===== src/rtl/mul_share_arb_if.sv =====
// Client-side bundle for the shared-multiplier arbiter. It carries the issue
// handshake (enable, per-requester valid/operands, one-hot grant) and the
// response path (one-hot strobe, product, busy).
interface mul_share_arb_if #(
    parameter int N_REQ = 4
);
    logic                 en;
    logic [N_REQ-1:0]     req_valid;
    logic [5*N_REQ-1:0]   req_a;
    logic [5*N_REQ-1:0]   req_b;
    logic [N_REQ-1:0]     req_ready;
    logic [N_REQ-1:0]     rsp_valid;
    logic [9:0]           rsp_p;
    logic                 busy;

    // Client side: drives requests, sinks grants and responses
    modport master (
        output en,
        output req_valid,
        output req_a,
        output req_b,
        input  req_ready,
        input  rsp_valid,
        input  rsp_p,
        input  busy
    );

    // Arbiter side
    modport slave (
        input  en,
        input  req_valid,
        input  req_a,
        input  req_b,
        output req_ready,
        output rsp_valid,
        output rsp_p,
        output busy
    );
endinterface


===== src/rtl/mul_share_arb.sv =====
// Round-robin scheduler sharing one 5x5 unsigned multiplier core among N_REQ
// requesters. One operand pair is accepted per cycle and registered into the
// core; a tag shift register of depth MUL_LAT+1 remembers who issued each op
// so the product can be returned as a one-cycle, one-hot response pulse.
// The core has no backpressure, so responses cannot be stalled either.
module mul_share_arb #(
    parameter int N_REQ   = 4,
    parameter int MUL_LAT = 3
) (
    input  logic        clk,
    input  logic        rst_n,
    mul_share_arb_if.slave bus,
    output logic [4:0]  mul_a,
    output logic [4:0]  mul_b,
    input  logic [9:0]  mul_p
);

    localparam int IDW   = (N_REQ > 1) ? $clog2(N_REQ) : 1;
    localparam int DEPTH = MUL_LAT + 1;
    localparam logic [N_REQ-1:0] ONE_HOT0 = {{(N_REQ-1){1'b0}}, 1'b1};

    // Registered state
    logic [IDW-1:0]   ptr_q,       ptr_d;
    logic [4:0]       mul_a_q,     mul_a_d;
    logic [4:0]       mul_b_q,     mul_b_d;
    logic [DEPTH-1:0] tag_vld_q,   tag_vld_d;
    logic [IDW-1:0]   tag_id_q [DEPTH];
    logic [IDW-1:0]   tag_id_d [DEPTH];
    logic [N_REQ-1:0] rsp_valid_q, rsp_valid_d;
    logic [9:0]       rsp_p_q,     rsp_p_d;

    // Arbitration / datapath combinational signals
    logic             found_s;
    logic [IDW-1:0]   gnt_idx_s;
    logic [IDW:0]     cand_s;
    logic [N_REQ-1:0] ready_s;
    logic             accept_s;
    logic [4:0]       sel_a_s;
    logic [4:0]       sel_b_s;

    // Round-robin search: first valid requester at or after ptr, wrapping
    always_comb begin
        found_s   = 1'b0;
        gnt_idx_s = '0;
        cand_s    = '0;
        for (int j = 0; j < N_REQ; j++) begin
            cand_s = {1'b0, ptr_q} + (IDW+1)'(j);
            if (cand_s >= (IDW+1)'(N_REQ)) begin
                cand_s = cand_s - (IDW+1)'(N_REQ);
            end else begin
                cand_s = cand_s;
            end
            if (!found_s && bus.req_valid[cand_s[IDW-1:0]]) begin
                found_s   = 1'b1;
                gnt_idx_s = cand_s[IDW-1:0];
            end else begin
                found_s   = found_s;
            end
        end
    end

    // One-hot grant; suppressed while disabled or held in reset
    always_comb begin
        ready_s = '0;
        if (rst_n && bus.en && found_s) begin
            ready_s = ONE_HOT0 << gnt_idx_s;
        end else begin
            ready_s = '0;
        end
    end

    assign accept_s      = |(bus.req_valid & ready_s);
    assign bus.req_ready = ready_s;

    // Operand mux selecting the granted requester's packed operands
    always_comb begin
        sel_a_s = '0;
        sel_b_s = '0;
        for (int i = 0; i < N_REQ; i++) begin
            if (gnt_idx_s == IDW'(i)) begin
                sel_a_s = bus.req_a[5*i +: 5];
                sel_b_s = bus.req_b[5*i +: 5];
            end else begin
                sel_a_s = sel_a_s;
                sel_b_s = sel_b_s;
            end
        end
    end

    // Next-state: pointer advance, operand load, tag shift and response capture
    always_comb begin
        ptr_d       = ptr_q;
        mul_a_d     = mul_a_q;
        mul_b_d     = mul_b_q;
        tag_vld_d   = '0;
        rsp_valid_d = '0;
        rsp_p_d     = rsp_p_q;
        for (int i = 0; i < DEPTH; i++) begin
            tag_id_d[i] = '0;
        end

        if (accept_s) begin
            if (gnt_idx_s == IDW'(N_REQ-1)) begin
                ptr_d = '0;
            end else begin
                ptr_d = gnt_idx_s + IDW'(1);
            end
            mul_a_d = sel_a_s;
            mul_b_d = sel_b_s;
        end else begin
            ptr_d   = ptr_q;
            mul_a_d = mul_a_q;
            mul_b_d = mul_b_q;
        end

        // Stage 0 records the issuer; later stages follow the core latency
        tag_vld_d[0] = accept_s;
        tag_id_d[0]  = gnt_idx_s;
        for (int i = 1; i < DEPTH; i++) begin
            tag_vld_d[i] = tag_vld_q[i-1];
            tag_id_d[i]  = tag_id_q[i-1];
        end

        // The core product is valid exactly when the op reaches the last stage
        if (tag_vld_q[DEPTH-1]) begin
            rsp_valid_d = ONE_HOT0 << tag_id_q[DEPTH-1];
            rsp_p_d     = mul_p;
        end else begin
            rsp_valid_d = '0;
            rsp_p_d     = rsp_p_q;
        end
    end

    // State registers; reset discards every in-flight operation
    always_ff @(posedge clk or negedge rst_n) begin
        if (!rst_n) begin
            ptr_q       <= '0;
            mul_a_q     <= 5'd0;
            mul_b_q     <= 5'd0;
            tag_vld_q   <= '0;
            rsp_valid_q <= '0;
            rsp_p_q     <= 10'd0;
            for (int i = 0; i < DEPTH; i++) begin
                tag_id_q[i] <= '0;
            end
        end else begin
            ptr_q       <= ptr_d;
            mul_a_q     <= mul_a_d;
            mul_b_q     <= mul_b_d;
            tag_vld_q   <= tag_vld_d;
            rsp_valid_q <= rsp_valid_d;
            rsp_p_q     <= rsp_p_d;
            for (int i = 0; i < DEPTH; i++) begin
                tag_id_q[i] <= tag_id_d[i];
            end
        end
    end

    assign mul_a         = mul_a_q;
    assign mul_b         = mul_b_q;
    assign bus.rsp_valid = rsp_valid_q;
    assign bus.rsp_p     = rsp_p_q;
    assign bus.busy      = |tag_vld_q;

endmodule


===== src/flat_wrapper.sv =====
// flat-port wrapper written by rule: the top's interface ports become plain ports
module mul_share_arb_flat 
#(
    parameter int N_REQ   = 4,
    parameter int MUL_LAT = 3
)
  (clk, rst_n, mul_a, mul_b, mul_p, bus_en, bus_req_valid, bus_req_a, bus_req_b, bus_req_ready, bus_rsp_valid, bus_rsp_p, bus_busy);
  mul_share_arb_if #(.N_REQ(N_REQ)) bus_i ();
  input  logic clk;
  input  logic rst_n;
  output logic [4:0] mul_a;
  output logic [4:0] mul_b;
  input  logic [9:0] mul_p;
  input wire logic [$bits(bus_i.en)-1:0] bus_en;
  input wire logic [$bits(bus_i.req_valid)-1:0] bus_req_valid;
  input wire logic [$bits(bus_i.req_a)-1:0] bus_req_a;
  input wire logic [$bits(bus_i.req_b)-1:0] bus_req_b;
  output wire logic [$bits(bus_i.req_ready)-1:0] bus_req_ready;
  output wire logic [$bits(bus_i.rsp_valid)-1:0] bus_rsp_valid;
  output wire logic [$bits(bus_i.rsp_p)-1:0] bus_rsp_p;
  output wire logic [$bits(bus_i.busy)-1:0] bus_busy;
  assign bus_i.en = bus_en;
  assign bus_i.req_valid = bus_req_valid;
  assign bus_i.req_a = bus_req_a;
  assign bus_i.req_b = bus_req_b;
  assign bus_req_ready = bus_i.req_ready;
  assign bus_rsp_valid = bus_i.rsp_valid;
  assign bus_rsp_p = bus_i.rsp_p;
  assign bus_busy = bus_i.busy;
  mul_share_arb #(.N_REQ(N_REQ), .MUL_LAT(MUL_LAT)) u_core (.clk(clk), .rst_n(rst_n), .bus(bus_i), .mul_a(mul_a), .mul_b(mul_b), .mul_p(mul_p));
endmodule

===== config.mk =====
export PLATFORM = sky130hd
export DESIGN_NAME = mul_share_arb_flat
export DESIGN_NICKNAME = d
export VERILOG_FILES = /design/src/rtl/mul_share_arb_if.sv /design/src/rtl/mul_share_arb.sv /design/src/flat_wrapper.sv
export SDC_FILE = /design/constraint.sdc
export NUM_CORES = 1
export LEC_CHECK = 0
export ABC_AREA = 1
export CORE_MARGIN = 2
export CORE_UTILIZATION = 40
export DETAILED_ROUTE_END_ITERATION = 8
export HOLD_SLACK_MARGIN = 0.05
export PLACE_DENSITY = 0.77
export REMOVE_ABC_BUFFERS = 1
export SYNTH_ARGS = -nofsm -noshare
export SYNTH_HDL_FRONTEND = slang
export SYNTH_SLANG_ARGS = --single-unit

===== constraint.sdc =====
create_clock -name clk -period 3.4 [get_ports clk]
set_input_delay 0.68 -clock clk [delete_from_list [all_inputs] [get_ports clk]]
set_output_delay 0.68 -clock clk [all_outputs]
set_load 0.05 [all_outputs]

* Yosys cells after proc, flatten, opt, wreduce, memory -nomap -nowiden
Cells that the tools add are included.
Word-level totals: register bits 38, bits of input ports 57, word-level logic and storage cells 74
Cells by class: $add $sub $neg 8, order comparisons 8, eq/ne operators 3, shifts and indexed selects 2, mux-type cells 31, bitwise logic cells 1, reductions and logical operators 11
Operators by type and width (number):
- 2-to-1 mux 5 bit | 8
- 2-to-1 mux 2 bit | 9
- less-than comparator 2 x 3 -> 1 bit, second input constant | 4
- >= comparator 3 bit, second input constant | 3
- binary-select mux 1 bit (select 2 bit) | 4
- 2-to-1 mux 1 bit | 8
- 2-to-1 mux 4 bit | 2
- OR reduction 4 bit | 2
- << shifter 1 x 2 -> 4 bit, first input constant | 2
- subtractor 2 x 1 -> 2 bit, second input constant | 4
- adder 2 x 2 -> 3 bit, second input constant | 2
- logical AND 1 bit | 5
- AND 4 bit | 1
- equality test 2 bit, second input constant | 2
- adder 2 x 1 -> 3 bit, second input constant | 1
- >= comparator 2 x 3 -> 1 bit, second input constant | 1
- logical NOT 1 bit | 3
- adder 2 x 1 -> 2 bit, second input constant | 1
- equality test 2 x 1 -> 1 bit, second input constant | 1
- logical NOT 2 bit | 1

* Logic depth before layout (Yosys ltp)
Gate-level depths: netlist of the first run.
depth in word-level cells 19, gate-level depth with buffers 19, mapped depth without buffers 17

* Least setup slack after synthesis of the first run
No wires, ideal clock.
path kind input -> output, from input bus_req_valid[2], to output bus_req_ready[3], arrival 2705 ps, setup slack 15 ps, stages 12, path buffers 1, cell sequence nand2_1 nand2_1 nand2_1 and2_1 nand3b_1 o311ai_0 o21ai_0 inv_1 ha_1 clkbuf_1 inv_1 nor2_1
Between the ends: word-level cells in the longest chain between the ends 14, elaborated cells between the ends (all ways) 25
Ends and longest elaborated chain:
- from (decl) | RTL line flat_wrapper.sv:15 | input wire logic [$bits(bus_i.req_valid)-1:0] bus_req_valid;
- binary-select mux 1 bit (select 2 bit) | RTL line mul_share_arb.sv:53 | if (!found_s && bus.req_valid[cand_s[IDW-1:0]]) begin
- 2-to-1 mux 1 bit (not written as such) | RTL line mul_share_arb.sv:53
- 2-to-1 mux 1 bit | RTL line mul_share_arb.sv:53
- logical NOT 1 bit | RTL line mul_share_arb.sv:53
- logical AND 1 bit | RTL line mul_share_arb.sv:53
- 2-to-1 mux 1 bit | RTL line mul_share_arb.sv:53
- logical NOT 1 bit | RTL line mul_share_arb.sv:53
- logical AND 1 bit | RTL line mul_share_arb.sv:53
- 2-to-1 mux 1 bit | RTL line mul_share_arb.sv:53
- logical NOT 1 bit | RTL line mul_share_arb.sv:53
- logical AND 1 bit | RTL line mul_share_arb.sv:53
- 2-to-1 mux 2 bit * | RTL line mul_share_arb.sv:53
- net u_core.gnt_idx_s[1] | RTL line mul_share_arb.sv:34 | logic [IDW-1:0] gnt_idx_s;
- << shifter 1 x 2 -> 4 bit * | RTL line mul_share_arb.sv:66 | ready_s = ONE_HOT0 << gnt_idx_s;
- 2-to-1 mux 4 bit * | RTL line mul_share_arb.sv:65 | if (rst_n && bus.en && found_s) begin
- to (decl) | RTL line flat_wrapper.sv:18 | output wire logic [$bits(bus_i.req_ready)-1:0] bus_req_ready;
Mark *: on every way through the listed nets, which the timed path passes. The rest lies on a longest branch. The select of a mux whose other input is x is not followed.

* Worst setup path in the final report of the first run
from register u_core.ptr_q[0], to output bus_req_ready[3]
Between the ends: word-level cells in the longest chain between the ends 16, elaborated cells between the ends (all ways) 40
Ends and longest elaborated chain:
- from (decl) | RTL line mul_share_arb.sv:23 | logic [IDW-1:0] ptr_q, ptr_d;
- from (signal assigned) | RTL line mul_share_arb.sv:147 | ptr_q <= ptr_d;
- parallel branches: the longest is 13 deep, another holds adder 2 x 1 -> 3 bit
- 2-to-1 mux 2 bit * | RTL line mul_share_arb.sv:53
- net u_core.gnt_idx_s[1] | RTL line mul_share_arb.sv:34
- << shifter 1 x 2 -> 4 bit * | RTL line mul_share_arb.sv:66
- 2-to-1 mux 4 bit * | RTL line mul_share_arb.sv:65
Mark *: on every way through the listed nets, which the timed path passes. The select of a mux whose other input is x is not followed.

==> summary.md, run 1 <==
| Metric | Value |
|---|---|
| Async set-reset flop share out of synthesis | `1.00` |
| Initial core utilization | `0.417` |
| Clock root cell | `clkbuf_8` |
| CP max stage delay | `530 ps` |
| CTS max path bufs | `2` |
| Hold Worst Slack | `roughly 350 ps` |
| Synth Warn # | `0` |
| Vias per Instance | `between 4 and 5` |
| Post-synthesis sequential area ratio | `0.479` |
| Peak supply drop | `0.606 mV` |
| Leakage Power | `approximately 1.5 nW` |
| CTS tree | `yes` |
| Ys flop type | `dfrtp_1` |
| Top cells by area, synth | `dfrtp_1 48%, nand2_1 18%, o21ai_0 5.8%, nand3_1 3.5%, inv_1 2.8%` |
| Outcome | `completed` |
| Gpl congestion | `0.869` |
| Area growth, synth to finish | `59.3%` |
| Max-Cap Viols | `0` |
| Worst R2R End | `u_core.mul_b[3]$_DFFE_PN0P_` |
| Port Buffers | `85` |
| Die Ht | `around 74 um` |
| Number of H-tree levels | `2` |
| Minimum clock period | `3110 ps` |
| Clock transition at the registers of the reported paths | `roughly 70 ps` |
| NumNets Final | `412` |
| Die ar. | `roughly 5500 um^2` |
| Initial DRC count | `132` |
| Ports | `86` |
| CP Cell Sequence | `inv_6 -> nand2_1 -> nand2_2 -> nand2_1 -> and2_1 -> nand3b_1 -> o311ai_1 -> o21ai_1 -> inv_1 -> ha_2 -> inv_1 -> nor2_4 -> buf_12` |
| CTS buffer count | `5` |
| Startpoint Class | `flip-flop` |
| Critical Path End | `bus_req_ready[3]` |
| WP data arrival | `between 2000 and 2500 ps` |
| Worst path slowest cell | `dfrtp_1` |
| Stages on worst setup path | `13` |
| Compound-Gate Fraction of Synth Area | `0.121` |
| Top delay family on crit path | `simple AND/OR/NAND/NOR gates` |
| Worst EP required | `about 2700 ps` |
| XOR/XNOR share of the synthesized area | `0` |
| Fraction of layout cells with a size suffix above 1 | `0.156` |
| Post-Synth Adder-Cell Area | `0.0252` |
| Multiplexer area fraction after synthesis | `0` |
| Clock sink count | `38` |
| Worst r2r src | `u_core.ptr_q[0]$_DFFE_PN0P_` |
| Hold buffer count at cts | `0` |
| CP bufs+invs | `4` |
| GRT busiest layer | `met2` |
| GRT overflow | `0` |
| Largest net degree at the start of global routing | `39` |
| CP Max Fanout | `8` |
| CP startpoint | `u_core.ptr_q[0]$_DFFE_PN0P_` |
| Crit Path Class | `reg -> out` |
| Routed wire length | `5540 um` |
| Share of the synthesized area in the top cell type | `0.479` |
| Final cell area excluding filler cells | `between 3000 and 4000 um^2` |
| Slew @ Worst Pin | `531 ps` |
| DP Area | `~3000 um^2` |
| Synth Register Bits | `38` |
| Avg WL per Cell | `approximately 13 um` |
| Final Hold Viols | `0` |
| Slew Viols, Final | `0` |
| Max_slew headroom | `0.645` |
| Met1 GRT Util | `0.254` |
| Unrepaired setup endpoints after global routing | `false` |
| Post-synth EDFFs | `0` |
| Worst r2r path cells | `15` |
| Maximum clock frequency | `between 300 and 400 MHz` |
| CP Capture Type | `primary output` |
| GR Util met2 | `0.346` |
| Clock latency on the worst-skew pair | `between 200 and 300 ps` |
| First-pass GRT wire length | `about 8700 um` |
| Simple-gate share of the synthesized area | `0.305` |
| Initial antenna violation count | `0` |
| Die width | `around 74 um` |
| Final worst-path cycle share | `0.916` |
| Largest family of logic cells by synthesized area | `simple AND/OR/NAND/NOR gates` |
| Synth area leader | `dfrtp_1` |
| Clock skew | `6.50 ps` |
| Hold path startpoint | `u_core.tag_id_d[0]$_DFF_PN0_` |
| Class of the worst hold path | `reg -> reg` |
| Pwr dens | `1130 nW/um^2` |
| Met3 Use GR | `0.0718` |
| Antenna-violating nets left | `0` |
| Core Region | `4750 um^2` |
| Avg Inst Size Synth | `7.78 um^2` |
| DRC Markers | `0` |
| Router iterations before antenna repair | `5` |
| R2r setup slk | `between 400 and 500 ps` |
| Hpwl dp | `about 4000 um` |
| Vias in the first global route | `~1900` |
| Row cnt | `25` |
| Finish-stage setup viols | `0` |
| Syn Std Cell Area | `around 2000 um^2` |
| Post-synth cell types | `27` |
| Via count | `2054` |
| Global-route usage over all layers | `0.209` |
| Cells after Synth | `approximately 260` |
| Most common cell in the netlist | `nand2_1` |
| Antenna Diode Count | `0` |
| Most frequent cells after synthesis | `97 x nand2_1, 38 x dfrtp_1, 23 x o21ai_0` |
what timing repair did:
action	4_1_cts	5_1_grt
setup buffers	0	3
cloned	0	0
endpoints found under the setup margin	3	4
resized for setup	4	15
pin swaps	0	6
cells by family after synthesis:
| logic type | count (synthesis) |
|---|---|
| adders and majority gates | 4 |
| DFF | 38 |
| and+or+nand+nor | 137 |
| AOI/OAI and AO/OA | 46 |
| buffers and inverters | 30 |
worst min-delay path by stage:
| stage | to | slack, ps | cells past startpoint |
|---|---|---|---|
| after global routing | u_core.tag_id_q[1]$_DFF_PN0_ | 360 | 0 |
| after CTS | u_core.tag_id_q[0]$_DFF_PN0_ | 350 | 0 |
| after detailed placement | u_core.tag_id_d[0]$_DFF_PN0_ | 340 | 0 |
| final | u_core.tag_id_q[0]$_DFF_PN0_ | 350 | 0 |
| after global placement | u_core.tag_id_d[1]$_DFF_PN0_ | 330 | 0 |
| after floorplan | u_core.tag_id_d[0]$_DFF_PN0_ | 330 | 0 |
state kept, by name (all words and copies together), names as in the netlist:
name                  count
u_core.tag_vld_q          4
u_core.mul_a              5
u_core.ptr_q              2
u_core.bus.rsp_p         10
u_core.bus.rsp_valid      4
u_core.mul_b              5
u_core.tag_id_q           2
u_core.tag_id_d           6
power by group:
group	switching [mW]	total (mW)	internal [mW]
combinational	1.56	2.50	0.947
sequential	0.116	0.750	0.634
clock	0.151	0.314	0.163
final cells by class:
class | instances | area [um^2]
clock buffer | 6 | 82.6
clock inverter | 2 | 12.5
fill | 411 | 1600
inverter | 17 | 68.8
multi-input combinational | 187 | 937
sequential | 38 | 951
tap | 67 | 83.8
timing repair buffer | 102 | 1020
per-stage QoR:
stage	TNS, ps	instances	worst slack [ps]	utilization	power (mW)
4_1_cts	0	416	13.7	0.650	3.48
3_5_place_dp	-277	408	-70.8	0.629	3.14
5_1_grt	0	419	81.6	0.664	3.86
2_1_floorplan	-125	242	-55.0	-	2.25
3_3_place_gp	0	408	20.3	0.629	3.08
6_report	0	419	286	0.664	3.57
cells in the final DEF, fill, tap and decap left out, drive strengths merged:
cell type,n
clkinv,1
dfrtp,38
or2,1
o311ai,1
a21oi,10
buf,22
clkinvlp,1
nand4,4
ha,4
clkbuf,6
o21ai,33
inv,17
nand3,15
dlymetal6s2s,4
clkdlybuf4s50,76
nor3,4
nand3b,1
nand2,104
o21bai,1
o21a,1
or4,1
nor2,6
and2,1
routing by layer:
layer  vias to the layer above  part of all wire  wire length, um
met2                        99              0.48             2640
met3                         6             0.097              539
met4                         0            0.0099               55
met5                         -                 0                0
met1                       934              0.42             2300
li1                       1015                 -                -
Note: power is estimated with default switching activity, not from simulation.
==> inputs of run 2 (changes only) <==
--- a/config.mk
+++ b/config.mk
@@ -7,10 +7,10 @@
 export LEC_CHECK = 0
 export ABC_AREA = 1
 export CORE_MARGIN = 2
-export CORE_UTILIZATION = 40
+export CORE_UTILIZATION = 30
 export DETAILED_ROUTE_END_ITERATION = 8
+export GPL_ROUTABILITY_DRIVEN = 0
 export HOLD_SLACK_MARGIN = 0.05
-export PLACE_DENSITY = 0.77
 export REMOVE_ABC_BUFFERS = 1
 export SYNTH_ARGS = -nofsm -noshare
 export SYNTH_HDL_FRONTEND = slang
==> summary.md, run 2 (synthesis gave the netlist of run 1 again) <==
| Metric | Value |
|---|---|
| Antenna-violating nets left | `0 (unchanged)` |
| Placement Setup Slack | `-57.0 ps (was -70.8 ps)` |
| Max_slew headroom | `0.627 (was 0.645)` |
| Avg WL per Cell | `12.6 um (was 13.2 um)` |
| Worst EP required | `2720 ps (about the same)` |
| Initial DRC count | `92 (was 132)` |
| Die Ht | `85.3 um (was 74.4 um)` |
| CTS tree | `yes (unchanged)` |
| Outcome | `completed (unchanged)` |
| Final Hold Viols | `0 (unchanged)` |
| Unrepaired setup endpoints after global routing | `false (unchanged)` |
| Antenna Diode Count | `0 (unchanged)` |
| Die width | `85.3 um (was 74.4 um)` |
| Vias per Instance | `4.65 (was 4.90)` |
| Routed wire length | `5390 um (was 5540 um)` |
| Row cnt | `29 (was 25)` |
| Max-Cap Viols | `0 (unchanged)` |
| Ports | `86 (unchanged)` |
| Final cell area excluding filler cells | `3160 um^2 (about the same)` |
| Clock skew | `4.14 ps (was 6.50 ps)` |
| Startpoint Class | `flip-flop (unchanged)` |
| Clock root cell | `clkbuf_8 (unchanged)` |
| GRT overflow | `0 (unchanged)` |
| Hold Worst Slack | `348 ps (about the same)` |
| Final worst-path cycle share | `0.916 (about the same)` |
| Minimum clock period | `3110 ps (about the same)` |
| Final setup margin | `287 ps (was 286 ps)` |
| Hpwl dp | `4110 um (was 4030 um)` |
| Vias in the first global route | `1952 (was 1928)` |
| CP Capture Type | `primary output (unchanged)` |
| Die ar. | `7280 um^2 (was 5540 um^2)` |
| DRC Markers | `0 (unchanged)` |
| Post-route setup TNS | `0 ps (unchanged)` |
| Clock transition at the registers of the reported paths | `60 ps (was 70 ps)` |
| Initial antenna violation count | `0 (unchanged)` |
| Core Region | `6390 um^2 (was 4750 um^2)` |
| Global-route usage over all layers | `0.155 (was 0.209)` |
| Max FFs per register | `10 (unchanged)` |
| FILL cells | `612 (was 411)` |
| Fraction of layout cells with a size suffix above 1 | `0.154 (was 0.156)` |
| Most common cell after layout, fill and taps aside | `nand2_1 (unchanged)` |
| Router iterations before antenna repair | `4 (was 5)` |
| Area growth, synth to finish | `59.5% (was 59.3%)` |
| Initial core utilization | `0.311 (was 0.417)` |
| CTS max path bufs | `2 (unchanged)` |
| Port Buffers | `85 (unchanged)` |
| First-pass GRT wire length | `9120 um (was 8730 um)` |
| NumNets Final | `412 (unchanged)` |
| Finish-stage setup viols | `0 (unchanged)` |
| Slew @ Worst Pin | `557 ps (was 531 ps)` |
| Peak supply drop | `0.692 mV (was 0.606 mV)` |
| Clock sink count | `38 (unchanged)` |
| WP data arrival | `2430 ps (about the same)` |
| Pwr dens | `1120 nW/um^2 (was 1130 nW/um^2)` |
| Number of H-tree levels | `2 (unchanged)` |
| Class of the worst hold path | `reg -> reg (unchanged)` |
| Crit Path Class | `reg -> out (unchanged)` |
| Slew Viols, Final | `0 (unchanged)` |
| Clock latency on the worst-skew pair | `280 ps (was 290 ps)` |
| Leakage Power | `1.53 nW (was 1.54 nW)` |
| Maximum clock frequency | `321 MHz (about the same)` |
| DP Area | `3020 um^2 (was 2990 um^2)` |
| Largest net degree at the start of global routing | `39 (unchanged)` |
| Via count | `1992 (was 2054)` |
| CTS buffer count | `5 (unchanged)` |
| Commonest cells after routing, fill and taps aside | `95 x nand2_1, 76 x clkdlybuf4s50_1, 38 x dfrtp_1 (unchanged)` |
| CP Max Fanout | `8 (unchanged)` |
run 2: power by group:
| part | switching, mW | internal, mW |
|---|---|---|
| registers | 0.113 | 0.635 |
| clock network | 0.136 | 0.141 |
| logic | 1.56 | 0.950 |
run 2: final timing paths:
path	from	to	slack (ps)	cells after the start
min reg2reg	u_core.tag_id_d[2]$_DFF_PN0_	u_core.tag_id_d[0]$_DFF_PN0_	350	0
min	u_core.tag_id_d[2]$_DFF_PN0_	u_core.tag_id_d[0]$_DFF_PN0_	350	0
min in group asynchronous	rst_n	u_core.tag_id_q[1]$_DFF_PN0_	510	2
max in group asynchronous	rst_n	u_core.tag_id_d[0]$_DFF_PN0_	2560	2
max reg2reg	u_core.ptr_q[0]$_DFFE_PN0P_	u_core.mul_a[1]$_DFFE_PN0P_	620	17
max	u_core.ptr_q[0]$_DFFE_PN0P_	bus_req_ready[2]	290	14
run 2: critical path, cell delays in order, from the launching register on:
cell,delay [ps]
dfrtp_1,580
inv_6,80
nand2_1,80
nand2_1,80
nand2_2,80
nand2_2,80
nor2_4,140
nand3b_1,100
o311ai_0,100
o21ai_1,190
inv_1,140
ha_2,200
inv_1,70
nor2_4,100
buf_12,140
run 2: metrics by stage:
step	util	power, mW	cells
floorplan	-	2.25	242
global placement	0.474	3.17	421
detailed placement	0.474	3.20	421
CTS	0.487	3.50	428
global route	0.495	3.83	428
finish	0.495	3.53	428
run 2: area by class of cell:
class,count,area [um^2],area share
clock buffer,7,76.3,0.0241
tap,77,96.3,0.0305
sequential,38,951,0.301
inverter,17,68.8,0.0218
timing repair buffer,102,1020,0.324
multi-input combinational,187,947,0.299
run 2: timing repair:
item,4_1_cts,5_1_grt
setup buffers,0,0
gates resized for setup,4,17
setup endpoints to repair,4,4
hold buffers,0,0
pin swaps,0,8
run 2: routing by layer:
layer | track usage | vias up | share of wire
li1 | - | 1008 | -
met1 | 0.203 | 889 | 0.46
met2 | 0.248 | 88 | 0.43
met3 | 0.0486 | 7 | 0.10
met4 | 0.0404 | 0 | 0.0098
met5 | 0 | - | 0
